<file path="config.mk">
export PLATFORM = sky130hd
export DESIGN_NAME = game_level_ctrl
export DESIGN_NICKNAME = d
export VERILOG_FILES = /design/src/rtl/game_level_ctrl.sv
export SDC_FILE = /design/constraint.sdc
export NUM_CORES = 1
export LEC_CHECK = 0
export CAP_MARGIN = 20
export CORE_UTILIZATION = 42
export CTS_BUF_LIST = sky130_fd_sc_hd__clkbuf_8
export DETAILED_ROUTE_END_ITERATION = 6
export PLACE_DENSITY = 0.77
export SLEW_MARGIN = 0
export SYNTH_ARGS = -nofsm -noshare
export SYNTH_HDL_FRONTEND = slang
export SYNTH_SLANG_ARGS = --single-unit
</file>
<file path="constraint.sdc">
create_clock -name clk -period 1.85 [get_ports clk]
set_input_delay 0.185 -clock clk [delete_from_list [all_inputs] [get_ports clk]]
set_output_delay 0.185 -clock clk [all_outputs]
set_load 0.01 [all_outputs]
</file>
<file path="src/rtl/game_level_ctrl.sv">
// game_level_ctrl: level sequencing FSM (IDLE/PLAY/PAUSE/WIN/LOSE) for a three-level game.
//   Build option: define GAME_LEVEL_TIMEOUT_EN to enable the per-level frame timeout (LOSE on expiry).
//   Ports:
//     clk, resetN (async, active-low)
//     startOfFrame_i-style inputs keep legacy names: startOfFrame, startGame, levelDone (one-cycle pulses)
//     startLevel1/2/3  : registered one-cycle level-start pulses
//     INITIAL_X/Y      : savior start position decoded from levelNum
//     levelNum         : current level 1..3
//     moveEnable       : high in PLAY; gameWon in WIN; gameOver in LOSE
//     framesLeft       : remaining PLAY frames (0 when timeout is disabled)
module game_level_ctrl #(
  parameter int LEVEL_FRAMES = 1800,
  parameter int PAUSE_FRAMES = 60,
  parameter int L1_X = 64,
  parameter int L1_Y = 400,
  parameter int L2_X = 32,
  parameter int L2_Y = 64,
  parameter int L3_X = 560,
  parameter int L3_Y = 400
) (
  input  logic        clk,
  input  logic        resetN,
  input  logic        startOfFrame,
  input  logic        startGame,
  input  logic        levelDone,
  output logic        startLevel1,
  output logic        startLevel2,
  output logic        startLevel3,
  output logic [10:0] INITIAL_X,
  output logic [10:0] INITIAL_Y,
  output logic [1:0]  levelNum,
  output logic        moveEnable,
  output logic        gameWon,
  output logic        gameOver,
  output logic [11:0] framesLeft
);
  typedef enum logic [2:0] {IDLE, PLAY, PAUSE, WIN, LOSE} state_t;
  state_t      state_q, state_d;
  logic [1:0]  level_q, level_d;
  logic [11:0] pause_q, pause_d;
  logic [2:0]  start_q, start_d;
  logic        timeout;
  if (LEVEL_FRAMES < 1 || LEVEL_FRAMES > 4095) begin : g_bad_level_frames
    $error("LEVEL_FRAMES out of range 1..4095");
  end
  if (PAUSE_FRAMES < 1 || PAUSE_FRAMES > 4095) begin : g_bad_pause_frames
    $error("PAUSE_FRAMES out of range 1..4095");
  end
  always_comb begin
    state_d = state_q;
    level_d = level_q;
    pause_d = pause_q;
    start_d = '0;
    case (state_q)
      IDLE, WIN, LOSE:
        if (startGame) begin
          state_d = PLAY;
          level_d = 2'd1;
          start_d = 3'b001;
        end
      PLAY:
        // levelDone outranks a simultaneous timeout
        if (levelDone) begin
          state_d = (level_q == 2'd3) ? WIN : PAUSE;
          pause_d = 12'(PAUSE_FRAMES);
        end else if (timeout) begin
          state_d = LOSE;
        end
      PAUSE:
        if (startOfFrame) begin
          pause_d = (pause_q != '0) ? pause_q - 12'd1 : '0;
          if (pause_q <= 12'd1) begin
            state_d = PLAY;
            level_d = level_q + 2'd1;
            start_d = (level_q == 2'd1) ? 3'b010 : 3'b100;
          end
        end
      default: state_d = IDLE;
    endcase
  end
  always_ff @(posedge clk or negedge resetN)
    if (!resetN) begin
      state_q <= IDLE;
      level_q <= 2'd1;
      pause_q <= '0;
      start_q <= '0;
    end else begin
      state_q <= state_d;
      level_q <= level_d;
      pause_q <= pause_d;
      start_q <= start_d;
    end
`ifdef GAME_LEVEL_TIMEOUT_EN
  logic [11:0] frames_q, frames_d;
  assign timeout = startOfFrame && frames_q == 12'd1;
  // every entry into PLAY reloads; LOSE forces 0; otherwise frames tick down in PLAY and hold elsewhere
  assign frames_d = (state_d == PLAY && state_q != PLAY) ? 12'(LEVEL_FRAMES)
                  : (state_q == PLAY && state_d == LOSE) ? '0
                  : (state_q == PLAY && state_d == PLAY && startOfFrame && frames_q != '0) ? frames_q - 12'd1
                  : frames_q;
  always_ff @(posedge clk or negedge resetN)
    if (!resetN) frames_q <= '0;
    else frames_q <= frames_d;
  assign framesLeft = frames_q;
`else
  assign timeout    = 1'b0;
  assign framesLeft = '0;
`endif
  assign {startLevel3, startLevel2, startLevel1} = start_q;
  assign levelNum   = level_q;
  assign INITIAL_X  = (level_q == 2'd2) ? 11'(L2_X) : (level_q == 2'd3) ? 11'(L3_X) : 11'(L1_X);
  assign INITIAL_Y  = (level_q == 2'd2) ? 11'(L2_Y) : (level_q == 2'd3) ? 11'(L3_Y) : 11'(L1_Y);
  assign moveEnable = state_q == PLAY;
  assign gameWon    = state_q == WIN;
  assign gameOver   = state_q == LOSE;
endmodule

</file>
==> impl_results.md, run 1 <==
* Failing checks: negative setup slack
* Root buf cell: clkbuf_8
* Post-Syn Area at 1410 um2
* Commonest cells after routing, fill and taps aside: conb_1, buf_4, dfrtp_1
* Static leakage at 0.816 nW
* Worst R2R Path Depth at 5
* Setup TNS at -0.00684 ns
* Routed Antenna Nets at 0
* Status: complete, but fails checks
* Port bufs at 19
* Die span in y at 59.9 um
* Critical path required time at 2.00 ns
* Fillers at 297
* Seq/Total Area, Yosys at 0.339
* Largest net degree at the start of global routing at 20
* Critical Path End Type: register
* RR Startpoint: pause_q[2]
* Share of cells above drive strength 1 at 0.210
* TritonRoute pass-1 iters at 4
* CORE AREA at 3130 um2
* Cell variety after synth at 37
* Mapped Cells at 167
* Cell Pwr Density at 942 nW/um2
* Tcrit/Tclk final at 1.00
* Min cycle time layout at 1.86 ns
* CTS clock-pin slew for the worst setup and hold paths at 0.07 ns
* Final setup vio count at 1
* Worst VDD drop at 0.747 mV
* Met3 wire len at 97 um
* Wl on met1 at 1380 um
* EDFF count, synth at 0
* DP Area at 1660 um2
* Synthesized flop and latch total at 19
* 1st-iter DRT viols at 25
* Commonest non-fill, non-tap cell in the layout: conb_1
* Layout overhead on the synthesized area at 24.1%
* Max Slew Vio Count at 0
* Global-route wire length before repair at 4510 um
* Post-CTS Hold Buffers at 0
* CTS buffer count at 3
* Ys flop type: dfrtp_1
* I/O pin cnt at 47
* H-tree depth at 1
* Cell Rows at 20
* Detailed placement HPWL at 2140 um
* CTS tree: yes
* Max Clk Rate at 0.539 GHz
* CP startpoint kind: register
* Cells after DPL at 243
* Worst-path fanout max at 2
* Post-Route WL at 2830 um
* Worst hold path type: in2async
* WP data arrival at 2.01 ns
* Routed wl met2 at 1330 um
* Mean Syn Cell Area at 8.43 um2
* Hold Vio Cnt, Final at 0
* RSZ-0062 raised after global routing: true
* DP Worst Slack at -0.0569 ns
* Layout Cells excl Fill at 249
* CTS sink count at 19
* Starting Density at 0.450
* YS warnings at 0
* MaxCap Viol Count at 0
* Chip Width at 59.9 um
* Final instance area at 1750 um2
* Initial antenna violation count at 0
* Worst-Skew Late Latency at 0.26 ns
* GRT Total Usage at 0.169
* Reg-to-reg critical path endpoint: pause_q[11]
* WS Path Type: reg2reg
* Grt ovf at 0
* Routed via count at 1198
* Worst reg-to-reg setup slack at -0.007 ns
* Clock skew at 0.00207 ns
* N_diodes at 0
* Via density per instance at 4.81
* Drt drc at 0
* Nets at 221
* Longest Clk Path Bufs at 2
* Final GP Congestion at 0.847
* Ys async rst share at 1.00
* Post-DR wirelength/cell at 11.4 um
* Max Used Layer: met4
* Final Worst Setup Slack at -0.00684 ns
* Vias in the first global route at 1001
* Die area at 3590 um2
[sequential cells by signal, indices dropped and copies added (netlist names)]
signal	cells
levelNum	2
pause_q	12
start_q	3
state_q	2
[cells in the mapped netlist (2+ instances only)]
cell | number | area share
nor2_1 | 12 | 0.032
or4_4 | 2 | 0.016
o21ai_0 | 6 | 0.021
nor3_1 | 3 | 0.011
dfrtp_1 | 18 | 0.32
or2_2 | 4 | 0.018
o21a_1 | 2 | 0.011
a21oi_1 | 14 | 0.050
and2_1 | 2 | 0.0089
inv_1 | 12 | 0.032
clkbuf_1 | 2 | 0.0053
and3_1 | 2 | 0.0089
nor4_1 | 2 | 0.0089
ha_1 | 10 | 0.089
buf_4 | 30 | 0.16
a31oi_1 | 6 | 0.027
o41ai_1 | 2 | 0.012
nand2b_1 | 3 | 0.013
nand2_1 | 13 | 0.035
nand3_1 | 5 | 0.018
[power breakdown]
group          total, mW  switching [mW]  internal, mW
Clock              0.291           0.143         0.148
Combinational      0.818           0.447         0.371
Sequential         0.537          0.0599         0.477
Total               1.64           0.649         0.996
[through the flow]
stage	hold WS, ns	utilization	power [mW]
floorplan	-0.111	-	1.07
global placement	0.495	0.531	1.29
detailed placement	0.503	0.531	1.30
CTS	0.269	0.551	1.61
global route	0.279	0.558	1.76
finish	0.262	0.558	1.64
[what timing repair did]
item | CTS | global route
setup buffers | 2 | 0
setup endpoints to repair | 7 | 8
gates resized for setup | 7 | 9
hold endpoints to repair | 0 | 0
pin swaps | 1 | 1
[layer usage]
layer,vias up,track usage
li1,590,-
met1,574,0.222
met2,30,0.271
met3,4,0.0455
met4,0,0.0498
met5,-,0
[kinds of logic (layout without fill, tap and decap cells)]
kind of cell / after synthesis / count (layout) / synth area share
and+or+nand+nor: 55 / 55 / 0.204
buffers and inverters: 44 / 56 / 0.197
AOI/OAI and AO/OA: 36 / 36 / 0.155
DFF: 19 / 19 / 0.339
adders and majority gates: 10 / 10 / 0.0889
other: 1 / 27 / 0.00266
xor gates and xnor gates: 1 / 1 / 0.00622
muxes: 1 / 1 / 0.00711
[area by class of cell]
| class | instances | area [um2] | area share |
|---|---|---|---|
| Clock buffer | 3 | 41.3 | 0.0236 |
| Clock inverter | 1 | 3.75 | 0.00215 |
| Inverter | 12 | 45.0 | 0.0258 |
| Multi-Input combinational cell | 130 | 782 | 0.448 |
| Sequential cell | 19 | 478 | 0.274 |
| Tap cell | 44 | 55.1 | 0.0315 |
| Timing Repair Buffer | 40 | 342 | 0.196 |
[how the worst max path moves through the flow]
stage / startpoint / cells past startpoint / endpoint
6_report: pause_q[2] / 5 / pause_q[11]
5_1_grt: pause_q[1] / 5 / pause_q[11]
4_1_cts: pause_q[0] / 7 / state_q[0]
3_5_place_dp: startOfFrame / 6 / pause_q[7]
3_3_place_gp: startOfFrame / 6 / pause_q[7]
2_1_floorplan: pause_q[2] / 5 / pause_q[11]
[critical path, cell delays in order (launching register included)]
cell and delay (ns):
dfrtp_1 0.39, or4_4 0.54, or4_4 0.43, and3_4 0.20, o21ai_2 0.10, o31ai_1 0.07
No activity file was read; power rests on OpenSTA's default activity.
==> run 2: changes to the inputs <==
--- a/config.mk
+++ b/config.mk
@@ -5,7 +5,6 @@
 export SDC_FILE = /design/constraint.sdc
 export NUM_CORES = 1
 export LEC_CHECK = 0
-export CAP_MARGIN = 20
 export CORE_UTILIZATION = 42
 export CTS_BUF_LIST = sky130_fd_sc_hd__clkbuf_8
 export DETAILED_ROUTE_END_ITERATION = 6
==> results of run 2 <==
No change in the layout: final DEF, timing and power equal those of run 1.
==> RTL change 1: new RTL, config.mk and constraints of run 2 <==
Register the outputs `INITIAL_X`, `INITIAL_Y`, `moveEnable`, `gameWon` and `gameOver`, with the module's reset; this adds one clock of latency there. The other outputs are not delayed to match.
--- a/src/rtl/game_level_ctrl.sv
+++ b/src/rtl/game_level_ctrl.sv
@@ -109,9 +109,19 @@
   assign {startLevel3, startLevel2, startLevel1} = start_q;
   assign levelNum   = level_q;
-  assign INITIAL_X  = (level_q == 2'd2) ? 11'(L2_X) : (level_q == 2'd3) ? 11'(L3_X) : 11'(L1_X);
-  assign INITIAL_Y  = (level_q == 2'd2) ? 11'(L2_Y) : (level_q == 2'd3) ? 11'(L3_Y) : 11'(L1_Y);
-  assign moveEnable = state_q == PLAY;
-  assign gameWon    = state_q == WIN;
-  assign gameOver   = state_q == LOSE;
+  always_ff @(posedge clk or negedge resetN) begin
+    if (!resetN) begin
+      INITIAL_X  <= '0;
+      INITIAL_Y  <= '0;
+      moveEnable <= '0;
+      gameWon    <= '0;
+      gameOver   <= '0;
+    end else begin
+      INITIAL_X  <= (level_q == 2'd2) ? 11'(L2_X) : (level_q == 2'd3) ? 11'(L3_X) : 11'(L1_X);
+      INITIAL_Y  <= (level_q == 2'd2) ? 11'(L2_Y) : (level_q == 2'd3) ? 11'(L3_Y) : 11'(L1_Y);
+      moveEnable <= state_q == PLAY;
+      gameWon    <= state_q == WIN;
+      gameOver   <= state_q == LOSE;
+    end
+  end
 endmodule
 
Function: changed (a bounded check fails within 4 cycles, from zero or initial values and one cycle with resetN low).
==> RTL change 1 against run 2 <==
- hold slack better by 0.0075 ns
- design area is 11% higher
- global-route usage is 0.32 points lower
- critical path depth increased by 2
- setup slack gained 0.16 ns
- clock skew increased by 0.0056 ns
- clock power grew 62%
- area after synthesis increased by 18%
- sequential cell count is 7 higher
- wire length up 6.9%
- critical endpoint is now pause_q[9]
- first-iteration DRC count rose by 88%
- largest cell class unchanged
- total power rose by 24%
- die area increased by 18%
==> RTL change 1: results <==
group,metric,value,unit
pwr,switching_power,745,uW
cells_and_area,nNetsFinal,221,
synthesis,synth-seq-cells,26,
synthesis,synthAdderAreaFrac,7.51,%
placement,dp_slack,0.0742,ns
synthesis,netlist_top_cells_count,"30 x buf_4, 25 x dfrtp_1, 19 x nand2_1",
cells_and_area,syn_to_final_growth,16.4,%
setup_path,timing.rr.end,"pause_q[9]",
synthesis,yosys.cell_types.count,39,
route,drtIter0Drc,47,
setup_path,rr_worst_depth,7,
clock_network,numCtsBuffers,3,
pwr,p_clk_share,23.1,%
cells_and_area,seqCellArea,653,um2
synthesis,synthXorXnorAreaFrac,0,%
cells_and_area,reg_top3,"pause_q: 12 flops, INITIAL_X: 3 flops, start_q: 3 flops",
placement,gp_congestion,0.843,
setup_path,timing.rr.start,"state_q[1]",
synthesis,syn_area,1670,um2
global_route,grt_pass1_wl,5310,um
cells_and_area,nMultiInputCombCells,134,
synthesis,synth.avg_cell_area,9.36,um2
cells_and_area,drive_gt1_share,13.7,%
placement,post-dp-hpwl,2320,um
cells_and_area,num-fill-cells,367,
cells_and_area,buffers,29,
sta,finalClockSkew,0.00763,ns
sta,fin_hold_ws,0.269,ns
cells_and_area,multi_input_area,843,um2
pwr,finalPower,2040,uW
cells_and_area,bufAreaShareNonClock,13.7,%
clock_network,path_clk_slew,0.09,ns
clock_network,post_cts_buffers,0,
global_route,grt_max_degree,27,
synthesis,synth-seq-area-share,39.1,%
synthesis,synth_compound_area_share,15.9,%
global_route,grt_util_all_layers,16.6,%
cells_and_area,inverters,12,
synthesis,synthMuxAreaShare,0,%
route,drt-total-wl,3030,um
pwr,seq_power_share,36.5,%
run_status,outcome,"completed",
global_route,first_global_vias,1121,
route,num_vias,1262,
setup_path,rrSetupSlack,0.16,ns
route,wire_per_inst,12.0,um
route,ant_nets,0,
placement,place_area,1850,um2
clock_network,worstSkewPairLatency,0.28,ns
setup_path,cp_max_fo,8,
synthesis,netlist_top_cells_area,"dfrtp_1 38%, buf_4 14%, ha_1 7.5%",
pwr,ir_drop,0.503,mV
placement,place_inst,249,
pwr,power_leakage,0.000859,uW
cells_and_area,final-clk-cell-share,3.68,%
setup_path,cp.arrival,1.84,ns
-- RTL change 1: critical path, stage by stage, from the launching register on --
cell	delay [ns]
dfrtp_1	0.43
inv_1	0.10
ha_1	0.17
nor2b_1	0.32
nor2_1	0.10
buf_4	0.18
nand2_1	0.15
o211ai_1	0.12
-- RTL change 1: repair_timing --
action	CTS	global route
hold endpoints to repair	0	0
setup endpoints to repair	0	11
gates resized for setup	0	4
-- RTL change 1: routing by layer --
metal	up-vias	global-route usage, %	wire [um]
met5	-	0	0
met4	0	7.50	54
met3	4	1.58	108
met2	38	26.3	1450
met1	600	22.7	1420
li1	620	-	-
-- RTL change 1: worst max-delay path by stage --
stage	to	slack, ns	cells past startpoint
3_3_place_gp	pause_q[6]	0.11	7
5_1_grt	levelNum[1]	0.02	4
4_1_cts	pause_q[6]	0.05	7
3_5_place_dp	pause_q[6]	0.07	7
6_report	pause_q[9]	0.16	7
2_1_floorplan	state_q[1]	0.20	6
==> RTL change 2: new RTL, flow settings as in run 2 <==
Made on the original files. The option `GAME_LEVEL_TIMEOUT_EN` is turned on by a define.
--- a/src/rtl/game_level_ctrl.sv
+++ b/src/rtl/game_level_ctrl.sv
@@ -9,4 +9,6 @@
 //     moveEnable       : high in PLAY; gameWon in WIN; gameOver in LOSE
 //     framesLeft       : remaining PLAY frames (0 when timeout is disabled)
+`define GAME_LEVEL_TIMEOUT_EN
+
 module game_level_ctrl #(
   parameter int LEVEL_FRAMES = 1800,
Check against the original RTL: not equivalent (a bounded check fails within 4 cycles, from zero or initial values and one cycle with resetN low).
==> RTL change 2 against run 2 <==
- via count is 64% higher
- clock power grew to 2.5 times the old value
- area after synthesis is 48% higher
- setup slack better by 0.014 ns
- clock skew is 0.0057 ns higher
- first-iteration DRC count grew to 5.0 times the old value
- design area is 72% higher
- sequential cell count is 13 higher
- wire length is 90% higher
- non-clock buffer count is 39 higher
- die area is 46% higher
- total power is 120% higher
- largest cell class unchanged
==> RTL change 2: results <==
group,metric,value,unit
cells_and_area,buffers,79,
cells_and_area,nMultiInputCombCells,172,
cells_and_area,inverters,14,
synthesis,netlist_top_cells_count,"31 x dfrtp_1, 29 x nor2_1, 17 x buf_4",
cells_and_area,seq_area_share,26.9,%
synthesis,netlist_top_cells_area,"dfrtp_1 37%, buf_4 6.1%, ha_1 5.4%",
cells_and_area,num-fill-cells,389,
route,avgViaCountPerCell,5.28,
cells_and_area,drive_gt1_share,31.1,%
run_status,outcome,"completed",
clock_network,h-tree-depth,2,
global_route,grt_pass1_wl,8270,um
clock_network,post_cts_buffers,1,
cells_and_area,final_cell_count_no_fill,372,
global_route,first_global_vias,1806,
clock_network,post_cts_resized,11,
placement,io_buffers,32,
placement,gp_congestion,0.910,
synthesis,synth_compound_area_share,14.0,%
cells_and_area,nClkBuffers,7,
global_route,use_met2,33.6,%
clock_network,numCtsBuffers,5,
synthesis,yosys.cell_types.count,49,
global_route,use_met1,26.7,%
synthesis,synth.avg_cell_area,9.17,um2
synthesis,synth-seq-cells,32,
synthesis,synthAdderAreaFrac,5.41,%
clock_network,worstSkewPairLatency,0.29,ns
synthesis,synth-seq-area-share,38.5,%
cells_and_area,nNetsFinal,318,
setup_path,cp_max_fo,8,
route,drt-total-wl,5380,um
global_route,grt_util_all_layers,20.5,%
route,drtIter0Drc,124,
global_route,grt_max_degree,33,
setup_path,critical_path.startpoint,"pause_q[9]",
cells_and_area,final-clk-cell-share,4.22,%
setup_path,cp.arrival,1.99,ns
cells_and_area,antennaDiodeCount,0,
placement,post-dp-hpwl,3600,um
synthesis,synthXorXnorAreaFrac,4.63,%
cells_and_area,multi_input_area,1250,um2
pwr,power_leakage,0.00131,uW
clock_network,clock_path_buffers,2,
pwr,ir_drop,0.456,mV
sta,finalClockSkew,0.00773,ns
RTL change 2: cell count changes in the layout (fill, tap and decap cells not counted), moves of 4 or more:
cell             delta
a21oi_1             -4
nor2_1             +11
nand2_1             -5
nand3b_1            +4
clkdlybuf4s50_1    +10
dfrtp_1            +10
conb_1             -13
clkbuf_8            +4
nor2_2              +5
buf_4              +26
xor2_1              +4
xnor2_1             +6
nor3_1              +7
RTL change 2: where the power goes:
| part | switching, uW | internal, uW | leakage, uW | total (uW) |
|---|---|---|---|---|
| Combinational | 969 | 906 | 0.000858 | 1880 |
| Sequential | 178 | 866 | 0.000389 | 1040 |
| Clock | 257 | 475 | 0.0000645 | 731 |
| Total | 1400 | 2250 | 0.00131 | 3650 |
RTL change 2: metal layers:
metal / vias up / share of wire [%] / wire length, um
li1: 924 / - / -
met1: 938 / 43 / 2290
met2: 88 / 50 / 2710
met3: 15 / 5.1 / 273
met4: 0 / 2.0 / 106
met5: - / 0 / 0
RTL change 2: metrics by stage:
step | hold WS [ns] | setup WS [ns] | util, % | total power, uW | area (um2)
floorplan | -0.111 | -0.000476 | - | 1960 | 2130
global placement | 0.469 | -0.0170 | 56.6 | 2640 | 2690
detailed placement | 0.508 | -0.0821 | 56.6 | 2690 | 2690
CTS | 0.304 | 0.00339 | 59.8 | 3450 | 2840
global route | 0.344 | -0.0491 | 63.0 | 3870 | 3000
finish | 0.293 | 0.00719 | 63.0 | 3650 | 3000
RTL change 2: worst max-delay path, cell delays in order, from the launching register on:
cell and delay [ns]:
dfrtp_1 0.38, or4_4 0.57, nor2_8 0.18, a31oi_2 0.22
a31oi_1 0.27, a31oi_1 0.08
